[src/rtl/pipeline_hazard_ctrl_if.sv]
// Bundle of datapath-facing signals for the pipeline hazard controller.
// master = datapath side, slave = hazard controller.
interface pipeline_hazard_ctrl_if #(
    parameter int CNT_W = 16
);
    logic [4:0]       Rs1D, Rs2D, Rs1E, Rs2E, RdE, RdM, RdW;
    logic             ResultSrcE0, PCJalSrcE, RegWriteM, RegWriteW, MemReqM, dmem_ready;
    logic             StallF, StallD, StallE, StallM;
    logic             FlushD, FlushE, FlushW;
    logic [1:0]       ForwardAE, ForwardBE;
    logic             dmem_req, timeout_err;
    logic [CNT_W-1:0] stall_cycles;

    modport master (
        output Rs1D, Rs2D, Rs1E, Rs2E, RdE, RdM, RdW,
        output ResultSrcE0, PCJalSrcE, RegWriteM, RegWriteW, MemReqM, dmem_ready,
        input  StallF, StallD, StallE, StallM, FlushD, FlushE, FlushW,
        input  ForwardAE, ForwardBE, dmem_req, timeout_err, stall_cycles
    );

    modport slave (
        input  Rs1D, Rs2D, Rs1E, Rs2E, RdE, RdM, RdW,
        input  ResultSrcE0, PCJalSrcE, RegWriteM, RegWriteW, MemReqM, dmem_ready,
        output StallF, StallD, StallE, StallM, FlushD, FlushE, FlushW,
        output ForwardAE, ForwardBE, dmem_req, timeout_err, stall_cycles
    );
endinterface

[src/rtl/pipeline_hazard_ctrl.sv]
// Stall/flush/forward controller for the 5-stage RV32 pipeline, including the
// multi-cycle data-memory wait FSM with timeout and a saturating stall counter.
module pipeline_hazard_ctrl #(
    parameter int MEM_TIMEOUT = 16,
    parameter int CNT_W       = 16
) (
    input logic                   clk,
    input logic                   reset,
    pipeline_hazard_ctrl_if.slave hz
);
    localparam int WAIT_W = $clog2(MEM_TIMEOUT);
    localparam logic [WAIT_W-1:0] WAIT_LAST = WAIT_W'(MEM_TIMEOUT - 1);

    typedef enum logic [1:0] {
        RUN      = 2'd0,
        MEM_WAIT = 2'd1,
        TIMEOUT  = 2'd2
    } state_e;

    state_e            state_q, state_d;
    logic [WAIT_W-1:0] wait_cnt_q, wait_cnt_d;
    logic              timeout_err_q, timeout_err_d;
    logic [CNT_W-1:0]  stall_cycles_q, stall_cycles_d;
    logic              mem_stall, lw_stall;

    assign mem_stall = ((state_q == RUN) && hz.MemReqM && !hz.dmem_ready)
                     || ((state_q == MEM_WAIT) && !hz.dmem_ready)
                     || (state_q == TIMEOUT);

    assign lw_stall = hz.ResultSrcE0 && (hz.RdE != 5'd0)
                    && ((hz.RdE == hz.Rs1D) || (hz.RdE == hz.Rs2D));

    always_ff @(posedge clk) begin
        if (!reset) begin
            state_q        <= RUN;
            wait_cnt_q     <= '0;
            timeout_err_q  <= 1'b0;
            stall_cycles_q <= '0;
        end else begin
            state_q        <= state_d;
            wait_cnt_q     <= wait_cnt_d;
            timeout_err_q  <= timeout_err_d;
            stall_cycles_q <= stall_cycles_d;
        end
    end

    // wait_cnt is nonzero only while in MEM_WAIT; TIMEOUT is left only through reset.
    always_comb begin
        state_d       = state_q;
        wait_cnt_d    = '0;
        timeout_err_d = timeout_err_q;
        case (state_q)
            RUN: begin
                if (hz.MemReqM && !hz.dmem_ready) begin
                    state_d = MEM_WAIT;
                end
            end
            MEM_WAIT: begin
                if (hz.dmem_ready) begin
                    state_d = RUN;
                end else if (wait_cnt_q == WAIT_LAST) begin
                    state_d       = TIMEOUT;
                    timeout_err_d = 1'b1;
                end else begin
                    wait_cnt_d = wait_cnt_q + 1'b1;
                end
            end
            TIMEOUT: begin
                state_d = TIMEOUT;
            end
            default: begin
                state_d = RUN;
            end
        endcase

        stall_cycles_d = stall_cycles_q;
        if ((mem_stall || lw_stall) && (stall_cycles_q != '1)) begin
            stall_cycles_d = stall_cycles_q + 1'b1;
        end
    end

    // A memory stall freezes EX, so branch flushes and load-use stalls re-evaluate after release.
    always_comb begin
        hz.StallF    = 1'b0;
        hz.StallD    = 1'b0;
        hz.StallE    = 1'b0;
        hz.StallM    = 1'b0;
        hz.FlushD    = 1'b0;
        hz.FlushE    = 1'b0;
        hz.FlushW    = 1'b0;
        hz.dmem_req  = 1'b0;
        hz.ForwardAE = 2'b00;
        hz.ForwardBE = 2'b00;
        if (!reset) begin
            hz.FlushD = 1'b1;
            hz.FlushE = 1'b1;
            hz.FlushW = 1'b1;
        end else begin
            hz.dmem_req = hz.MemReqM && (state_q != TIMEOUT);
            if (mem_stall) begin
                hz.StallF = 1'b1;
                hz.StallD = 1'b1;
                hz.StallE = 1'b1;
                hz.StallM = 1'b1;
                hz.FlushW = 1'b1;
            end else begin
                hz.StallF = lw_stall;
                hz.StallD = lw_stall;
                hz.FlushE = lw_stall || hz.PCJalSrcE;
                hz.FlushD = hz.PCJalSrcE;
            end

            if (hz.RegWriteM && (hz.RdM != 5'd0) && (hz.RdM == hz.Rs1E)) begin
                hz.ForwardAE = 2'b10;
            end else if (hz.RegWriteW && (hz.RdW != 5'd0) && (hz.RdW == hz.Rs1E)) begin
                hz.ForwardAE = 2'b01;
            end

            if (hz.RegWriteM && (hz.RdM != 5'd0) && (hz.RdM == hz.Rs2E)) begin
                hz.ForwardBE = 2'b10;
            end else if (hz.RegWriteW && (hz.RdW != 5'd0) && (hz.RdW == hz.Rs2E)) begin
                hz.ForwardBE = 2'b01;
            end
        end
    end

    assign hz.timeout_err  = timeout_err_q;
    assign hz.stall_cycles = stall_cycles_q;
endmodule

[src/flat_wrapper.sv]
// flat-port wrapper written by rule: the top's interface ports become plain ports
module pipeline_hazard_ctrl_flat 
#(
    parameter int MEM_TIMEOUT = 16,
    parameter int CNT_W       = 16
)
  (clk, reset, hz_Rs1D, hz_Rs2D, hz_Rs1E, hz_Rs2E, hz_RdE, hz_RdM, hz_RdW, hz_ResultSrcE0, hz_PCJalSrcE, hz_RegWriteM, hz_RegWriteW, hz_MemReqM, hz_dmem_ready, hz_StallF, hz_StallD, hz_StallE, hz_StallM, hz_FlushD, hz_FlushE, hz_FlushW, hz_ForwardAE, hz_ForwardBE, hz_dmem_req, hz_timeout_err, hz_stall_cycles);
  pipeline_hazard_ctrl_if #(.CNT_W(CNT_W)) hz_i ();
  input logic clk;
  input logic reset;
  input wire logic [$bits(hz_i.Rs1D)-1:0] hz_Rs1D;
  input wire logic [$bits(hz_i.Rs2D)-1:0] hz_Rs2D;
  input wire logic [$bits(hz_i.Rs1E)-1:0] hz_Rs1E;
  input wire logic [$bits(hz_i.Rs2E)-1:0] hz_Rs2E;
  input wire logic [$bits(hz_i.RdE)-1:0] hz_RdE;
  input wire logic [$bits(hz_i.RdM)-1:0] hz_RdM;
  input wire logic [$bits(hz_i.RdW)-1:0] hz_RdW;
  input wire logic [$bits(hz_i.ResultSrcE0)-1:0] hz_ResultSrcE0;
  input wire logic [$bits(hz_i.PCJalSrcE)-1:0] hz_PCJalSrcE;
  input wire logic [$bits(hz_i.RegWriteM)-1:0] hz_RegWriteM;
  input wire logic [$bits(hz_i.RegWriteW)-1:0] hz_RegWriteW;
  input wire logic [$bits(hz_i.MemReqM)-1:0] hz_MemReqM;
  input wire logic [$bits(hz_i.dmem_ready)-1:0] hz_dmem_ready;
  output wire logic [$bits(hz_i.StallF)-1:0] hz_StallF;
  output wire logic [$bits(hz_i.StallD)-1:0] hz_StallD;
  output wire logic [$bits(hz_i.StallE)-1:0] hz_StallE;
  output wire logic [$bits(hz_i.StallM)-1:0] hz_StallM;
  output wire logic [$bits(hz_i.FlushD)-1:0] hz_FlushD;
  output wire logic [$bits(hz_i.FlushE)-1:0] hz_FlushE;
  output wire logic [$bits(hz_i.FlushW)-1:0] hz_FlushW;
  output wire logic [$bits(hz_i.ForwardAE)-1:0] hz_ForwardAE;
  output wire logic [$bits(hz_i.ForwardBE)-1:0] hz_ForwardBE;
  output wire logic [$bits(hz_i.dmem_req)-1:0] hz_dmem_req;
  output wire logic [$bits(hz_i.timeout_err)-1:0] hz_timeout_err;
  output wire logic [$bits(hz_i.stall_cycles)-1:0] hz_stall_cycles;
  assign hz_i.Rs1D = hz_Rs1D;
  assign hz_i.Rs2D = hz_Rs2D;
  assign hz_i.Rs1E = hz_Rs1E;
  assign hz_i.Rs2E = hz_Rs2E;
  assign hz_i.RdE = hz_RdE;
  assign hz_i.RdM = hz_RdM;
  assign hz_i.RdW = hz_RdW;
  assign hz_i.ResultSrcE0 = hz_ResultSrcE0;
  assign hz_i.PCJalSrcE = hz_PCJalSrcE;
  assign hz_i.RegWriteM = hz_RegWriteM;
  assign hz_i.RegWriteW = hz_RegWriteW;
  assign hz_i.MemReqM = hz_MemReqM;
  assign hz_i.dmem_ready = hz_dmem_ready;
  assign hz_StallF = hz_i.StallF;
  assign hz_StallD = hz_i.StallD;
  assign hz_StallE = hz_i.StallE;
  assign hz_StallM = hz_i.StallM;
  assign hz_FlushD = hz_i.FlushD;
  assign hz_FlushE = hz_i.FlushE;
  assign hz_FlushW = hz_i.FlushW;
  assign hz_ForwardAE = hz_i.ForwardAE;
  assign hz_ForwardBE = hz_i.ForwardBE;
  assign hz_dmem_req = hz_i.dmem_req;
  assign hz_timeout_err = hz_i.timeout_err;
  assign hz_stall_cycles = hz_i.stall_cycles;
  pipeline_hazard_ctrl #(.MEM_TIMEOUT(MEM_TIMEOUT), .CNT_W(CNT_W)) u_core (.clk(clk), .reset(reset), .hz(hz_i));
endmodule
[config.mk]
export PLATFORM = sky130hd
export DESIGN_NAME = pipeline_hazard_ctrl_flat
export DESIGN_NICKNAME = d
export VERILOG_FILES = /design/src/rtl/pipeline_hazard_ctrl_if.sv /design/src/rtl/pipeline_hazard_ctrl.sv /design/src/flat_wrapper.sv
export SDC_FILE = /design/constraint.sdc
export NUM_CORES = 1
export LEC_CHECK = 0
export ABC_AREA = 1
export ABC_CLOCK_PERIOD_IN_PS = 4200
export CORE_ASPECT_RATIO = 0.7
export CORE_MARGIN = 2
export CORE_UTILIZATION = 47
export CTS_CLUSTER_DIAMETER = 100
export DETAILED_ROUTE_END_ITERATION = 10
export HOLD_SLACK_MARGIN = 0.1
export PLACE_DENSITY_LB_ADDON = 0.1
export SLEW_MARGIN = 20
export SYNTH_ARGS = -nofsm -noshare
export SYNTH_HDL_FRONTEND = slang
export SYNTH_SLANG_ARGS = --single-unit
export TNS_END_PERCENT = 50
[constraint.sdc]
create_clock -name clk -period 4.2 [get_ports clk]
set_input_delay 0.63 -clock clk [delete_from_list [all_inputs] [get_ports clk]]
set_output_delay 0.63 -clock clk [all_outputs]
set_load 0.05 [all_outputs]
==> results.json, run 1 <==
{
  "p_leak_nw": 1.19,
  "cts-root-buf": "clkbuf_8",
  "nFillCells": 328,
  "cp-end-kind": "output port",
  "gp_congestion": 0.890,
  "ir_drop_mv": 0.206,
  "max_stage_delay_ns": 0.80,
  "grt_first_pass_wirelength_mm": 7.07,
  "fin_skew_ns": 0.00353,
  "layout_commonest_cell": "nand2_1",
  "crit_chain": "clkdlybuf4s50_1 > o21ai_0 > nor3_1 > and3_1 > clkdlybuf4s50_1",
  "dr.pass1.iters": 4,
  "status": "complete, no violations",
  "ios": 72,
  "die_y_um": 55.1,
  "route.detailed.drc": 0,
  "routedWlPerCell_um": 10.6,
  "drive_gt1_frac": 0.0390,
  "cts_buffers": 3,
  "finalCritPeriodShare": 0.787,
  "arrival_ns": 2.68,
  "hold_path.class": "flip-flop to flip-flop",
  "grt_usage": 0.208,
  "max_freq_ghz": 0.302,
  "ys_warn_count": 0,
  "hold_viol_final": 0,
  "die_w_um": 76.9,
  "rows": 18,
  "power_density_mw_per_mm2": 211,
  "final_nets": 405,
  "start_util": 0.495,
  "wl_mm": 4.34,
  "cts.sinks": 23,
  "cpMostUsedCell": "clkdlybuf4s50_1",
  "crit_path_top_delay_cell": "clkdlybuf4s50_1",
  "fin_ws_ns": 0.894,
  "via_count": 1954,
  "synth_nets": 336,
  "placed_cell_area_mm2": 0.00247,
  "yosysUniqueCellTypes": 29,
  "crit_required_ns": 3.57,
  "ant_nets": 0,
  "drv_cap": 0,
  "core_area_mm2": 0.00354,
  "port_buffers": 71,
  "tritoncts": "yes",
  "cp_top_family": "buffers and inverters",
  "clk_pin_slew_ns": 0.09,
  "synthCells": 291,
  "area_growth_pct": 43.8,
  "dp_hpwl_mm": 3.45,
  "place_ws_ns": 0.857,
  "ys_ff_latch": 23,
  "tns_ns": 0,
  "clock_latency_ns": 0.27,
  "antenna_found_initial": 0,
  "worst-path-buf-inv": 2,
  "final_area_mm2": 0.00252,
  "maxSlewHeadroom": 0.381,
  "grt_overflow": 0,
  "cp-start-kind": "primary input",
  "cp_max_fo": 13,
  "viasPerCell": 4.78,
  "post_cts_buffers": 0,
  "postCtsHoldBufs": 0,
  "grt_pass1_vias": 1686,
  "dieArea_mm2": 0.00424,
  "rsz0062_at_grt": "no",
  "ys_seq_area_frac": 0.263,
  "fin_crit_ns": 3.31,
  "synthesis.area_mm2": 0.00175,
  "syn_area_per_cell_um2": 6.02,
  "setup_violations": 0,
  "tightest_slew_ns": 0.926,
  "cts_buffer_depth": 2,
  "antenna_cells": 0,
  "htree_levels": 1,
  "mostFrequentLayoutCells": "nand2_1 (74), clkdlybuf4s50_1 (70), inv_1 (45)",
  "path_class": "primary input to output port",
  "grt_max_degree": 32,
  "post_cts_resized": 0,
  "slew_viol_final": 0,
  "drtIter0Drc": 101
}
## cell type report
type / count / area [um2] / area share
Tap cell: 50 / 62.6 / 0.0249
Clock buffer: 3 / 41.3 / 0.0164
Timing Repair Buffer: 72 / 716 / 0.284
Inverter: 46 / 173 / 0.0686
Clock inverter: 1 / 5.00 / 0.00199
Sequential cell: 23 / 460 / 0.183
Multi-Input combinational cell: 214 / 1060 / 0.421
## where the power goes
group	internal (mW)	total (mW)	leakage [nW]	switching (mW)
sequential	0.221	0.225	0.186	0.00333
combinational	0.0749	0.165	0.974	0.0897
clock	0.0664	0.142	0.0255	0.0755
## path summary, 6_finish.rpt
check                               to  slack (ns)                  from  cells past startpoint
max                    hz_ForwardBE[0]        0.89                 reset                      5
min               u_core.wait_cnt_q[0]        0.46  u_core.wait_cnt_q[0]                      1
max reg2reg  u_core.hz.stall_cycles[6]        2.15     u_core.state_q[1]                      9
min reg2reg       u_core.wait_cnt_q[0]        0.46  u_core.wait_cnt_q[0]                      1
## per-stage QoR
stage,util,std cells,hold slack (ns),power [mW]
global route,0.712,409,0.483,0.556
detailed placement,0.699,405,0.444,0.394
finish,0.712,409,0.462,0.531
global placement,0.699,405,0.426,0.393
CTS,0.712,409,0.464,0.535
floorplan,-,291,0.418,0.323
## synth_stat cells
cell | n | share of area
a211oi_1 | 1 | 0.0043
a21oi_1 | 18 | 0.051
a22o_1 | 1 | 0.0050
a31oi_1 | 1 | 0.0036
and3_1 | 1 | 0.0036
buf_2 | 4 | 0.011
buf_4 | 2 | 0.0086
buf_6 | 2 | 0.013
dfxtp_1 | 23 | 0.26
ha_1 | 2 | 0.014
inv_1 | 45 | 0.096
inv_2 | 1 | 0.0021
nand2_1 | 74 | 0.16
nand2_2 | 1 | 0.0036
nand3_1 | 28 | 0.080
nand3_4 | 1 | 0.010
nand3b_1 | 3 | 0.013
nand4_1 | 1 | 0.0036
nor2_1 | 44 | 0.094
nor2_2 | 2 | 0.0071
nor2_4 | 1 | 0.0064
nor3_1 | 3 | 0.0086
nor3b_1 | 2 | 0.0086
nor4_1 | 3 | 0.011
o211ai_1 | 1 | 0.0043
o21ai_0 | 6 | 0.017
or2_2 | 2 | 0.0071
xnor2_1 | 7 | 0.035
xor2_1 | 11 | 0.055
## sequential cells by signal, summed over array words and instances, names as in the netlist
| register | cells |
|---|---|
| u_core.hz.stall_cycles | 16 |
| u_core.hz.timeout_err | 1 |
| u_core.state_q | 2 |
| u_core.wait_cnt_q | 4 |
## kinds of logic after synthesis
kind of cell / count (synthesis) / share of synthesized area
AND/OR/NAND/NOR: 166 / 0.415
XOR/XNOR: 18 / 0.0901
flip-flops: 23 / 0.263
buffers and inverters: 54 / 0.132
adder cells (fa/ha/maj): 2 / 0.0143
AO/OA/AOI/OAI: 28 / 0.0858
## layer usage
metal	up-vias	part of all wire	global-route usage
li1	1042	-	-
met1	855	0.49	0.261
met2	49	0.44	0.371
met3	8	0.056	0.0471
met4	0	0.015	0.0576
met5	-	0	0
Note: power is estimated with default switching activity, not from simulation.
==> inputs of run 2 (changes only) <==
- ABC_CLOCK_PERIOD_IN_PS: 4200 -> 3000
- CORE_UTILIZATION: 47 -> 39
- clock period: 4.2 -> 3 ns (I/O delays scaled with it)
==> run 2 against run 1 <==
Effect of this change:
- core utilization is 10 points lower
- cell area is 4.4% higher
- clock power is 39% higher
- flip-flop and latch count stayed put
- non-clock buffer count is 1 higher
- clock skew is 0.0024 ns lower
- global-route usage is 2.3 points lower
- clock-buffer cell count stayed put
- first-iteration DRC count is 48% lower
- critical endpoint is now hz_ForwardAE[0]
- largest power group unchanged
==> results.json, run 2 (synthesis gave the netlist of run 1 again) <==
{
  "grt_max_degree": 32,
  "core_area_mm2": 0.00433,
  "postCtsHoldBufs": 0,
  "busiest_layer": "met2",
  "die_w_um": 84.1,
  "routedWlPerCell_um": 10.7,
  "fin_ws_ns": 0.394,
  "wl_mm": 4.45,
  "drv_cap": 0,
  "dp_hpwl_mm": 3.53,
  "crit_required_ns": 2.55,
  "via_count": 1913,
  "rows": 20,
  "final_nets": 406,
  "tritoncts": "yes",
  "cts_buffer_depth": 2,
  "hold_viol_final": 0,
  "p_int_mw": 0.522,
  "setup_violations": 0,
  "drive_gt1_frac": 0.0722,
  "arrival_ns": 2.16,
  "placed_cell_area_mm2": 0.00258,
  "p_comb_frac": 0.328,
  "grt_usage": 0.185,
  "dieArea_mm2": 0.00505,
  "cp_max_fo": 9,
  "drtIter0Drc": 53,
  "max_freq_ghz": 0.384,
  "area_growth_pct": 50.2,
  "p_leak_nw": 1.24,
  "place_ws_ns": 0.437,
  "cts.sinks": 23,
  "route.detailed.drc": 0,
  "fin_crit_ns": 2.61,
  "slew_viol_final": 0,
  "cts-root-buf": "clkbuf_8",
  "ir_drop_mv": 0.159,
  "antenna_found_initial": 0,
  "switching_share": 0.315,
  "dr.pass1.iters": 4,
  "clock_latency_ns": 0.27,
  "cp-startpoint": "reset",
  "grt_first_pass_wirelength_mm": 7.63,
  "tightest_slew_ns": 0.518,
  "layout_commonest_cell": "nand2_1",
  "post_cts_buffers": 0,
  "power_density_mw_per_mm2": 289,
  "rrSetupSlack_ns": 1.30,
  "grt_overflow": 0,
  "fin_skew_ns": 0.00116,
  "grt_util_met2": 0.299,
  "grt.met1_usage": 0.260,
  "cp-end-kind": "output port",
  "min-delay-start": "u_core.wait_cnt_q[0]",
  "pwr-share-seq": 0.413,
  "final_area_mm2": 0.00263,
  "viasPerCell": 4.61,
  "clkPwrFrac": 0.258,
  "power.total_mw": 0.761,
  "clk_pin_slew_ns": 0.08,
  "r2r_start": "u_core.hz.stall_cycles[0]",
  "htree_levels": 1,
  "ant_nets": 0,
  "tns_ns": 0,
  "finalCritPeriodShare": 0.869,
  "switchingPower_mw": 0.239,
  "start_util": 0.404,
  "rsz0062_at_grt": "no",
  "cts_buffers": 3,
  "post_cts_resized": 0,
  "status": "complete, no violations",
  "mostFrequentLayoutCells": "nand2_1 (74), clkdlybuf4s50_1 (59), inv_1 (45)",
  "antenna_cells": 0,
  "maxSlewHeadroom": 0.653,
  "cp-start-kind": "primary input",
  "largest_register_ffs": 16,
  "port_buffers": 71,
  "gp_congestion": 0.783,
  "met3_usage": 0.0442,
  "grt_pass1_vias": 1647,
  "ios": 72,
  "path_class": "primary input to output port",
  "hold_slack_ns": 0.455,
  "hold_path.class": "flip-flop to flip-flop",
  "die_y_um": 60.1
}
-- run 2: power by group through the flow --
stage / clock (mW) / combinational, mW / sequential, mW
after floorplan: 0 / 0.119 / 0.333
after global placement: 0 / 0.249 / 0.322
after detailed placement: 0 / 0.249 / 0.322
after CTS: 0.205 / 0.251 / 0.315
after global routing: 0.215 / 0.270 / 0.316
final: 0.197 / 0.250 / 0.315
-- run 2: worst max-delay path: stages --
cell,delay [ns]
clkdlybuf4s50_1,0.66
inv_1,0.22
a21oi_1,0.16
o211ai_1,0.10
nor3b_1,0.37
buf_12,0.19
-- run 2: layout make-up --
| cell class | count | area [um2] |
|---|---|---|
| clock buffer | 3 | 41.3 |
| clock inverter | 1 | 5.00 |
| fill | 424 | 1700 |
| inverter | 46 | 173 |
| multi-input combinational | 214 | 1060 |
| sequential | 23 | 460 |
| tap | 55 | 68.8 |
| timing repair buffer | 73 | 821 |
-- run 2: worst paths after layout --
path	depth (start not counted)	endpoint
worst min-delay path	1	u_core.wait_cnt_q[0]
worst max-delay path	6	hz_ForwardAE[0]
worst min register to register	1	u_core.wait_cnt_q[0]
worst max register to register	10	u_core.hz.stall_cycles[15]
-- run 2: metrics by stage --
stage | std cells | utilization
after floorplan | 291 | -
after global placement | 411 | 0.597
after detailed placement | 411 | 0.597
after CTS | 415 | 0.607
after global routing | 415 | 0.607
final | 415 | 0.607
-- run 2: per-layer routing --
metal	vias to the layer above	part of all wire
met5	-	0
met4	0	0.0043
met3	4	0.041
met2	39	0.42
met1	828	0.53
li1	1042	-
==> inputs of run 3 (changes only) <==
- CTS_CLUSTER_SIZE: not set -> 12
==> results of run 3 <==
The final DEF is identical to that of run 2; final timing and power are the same.
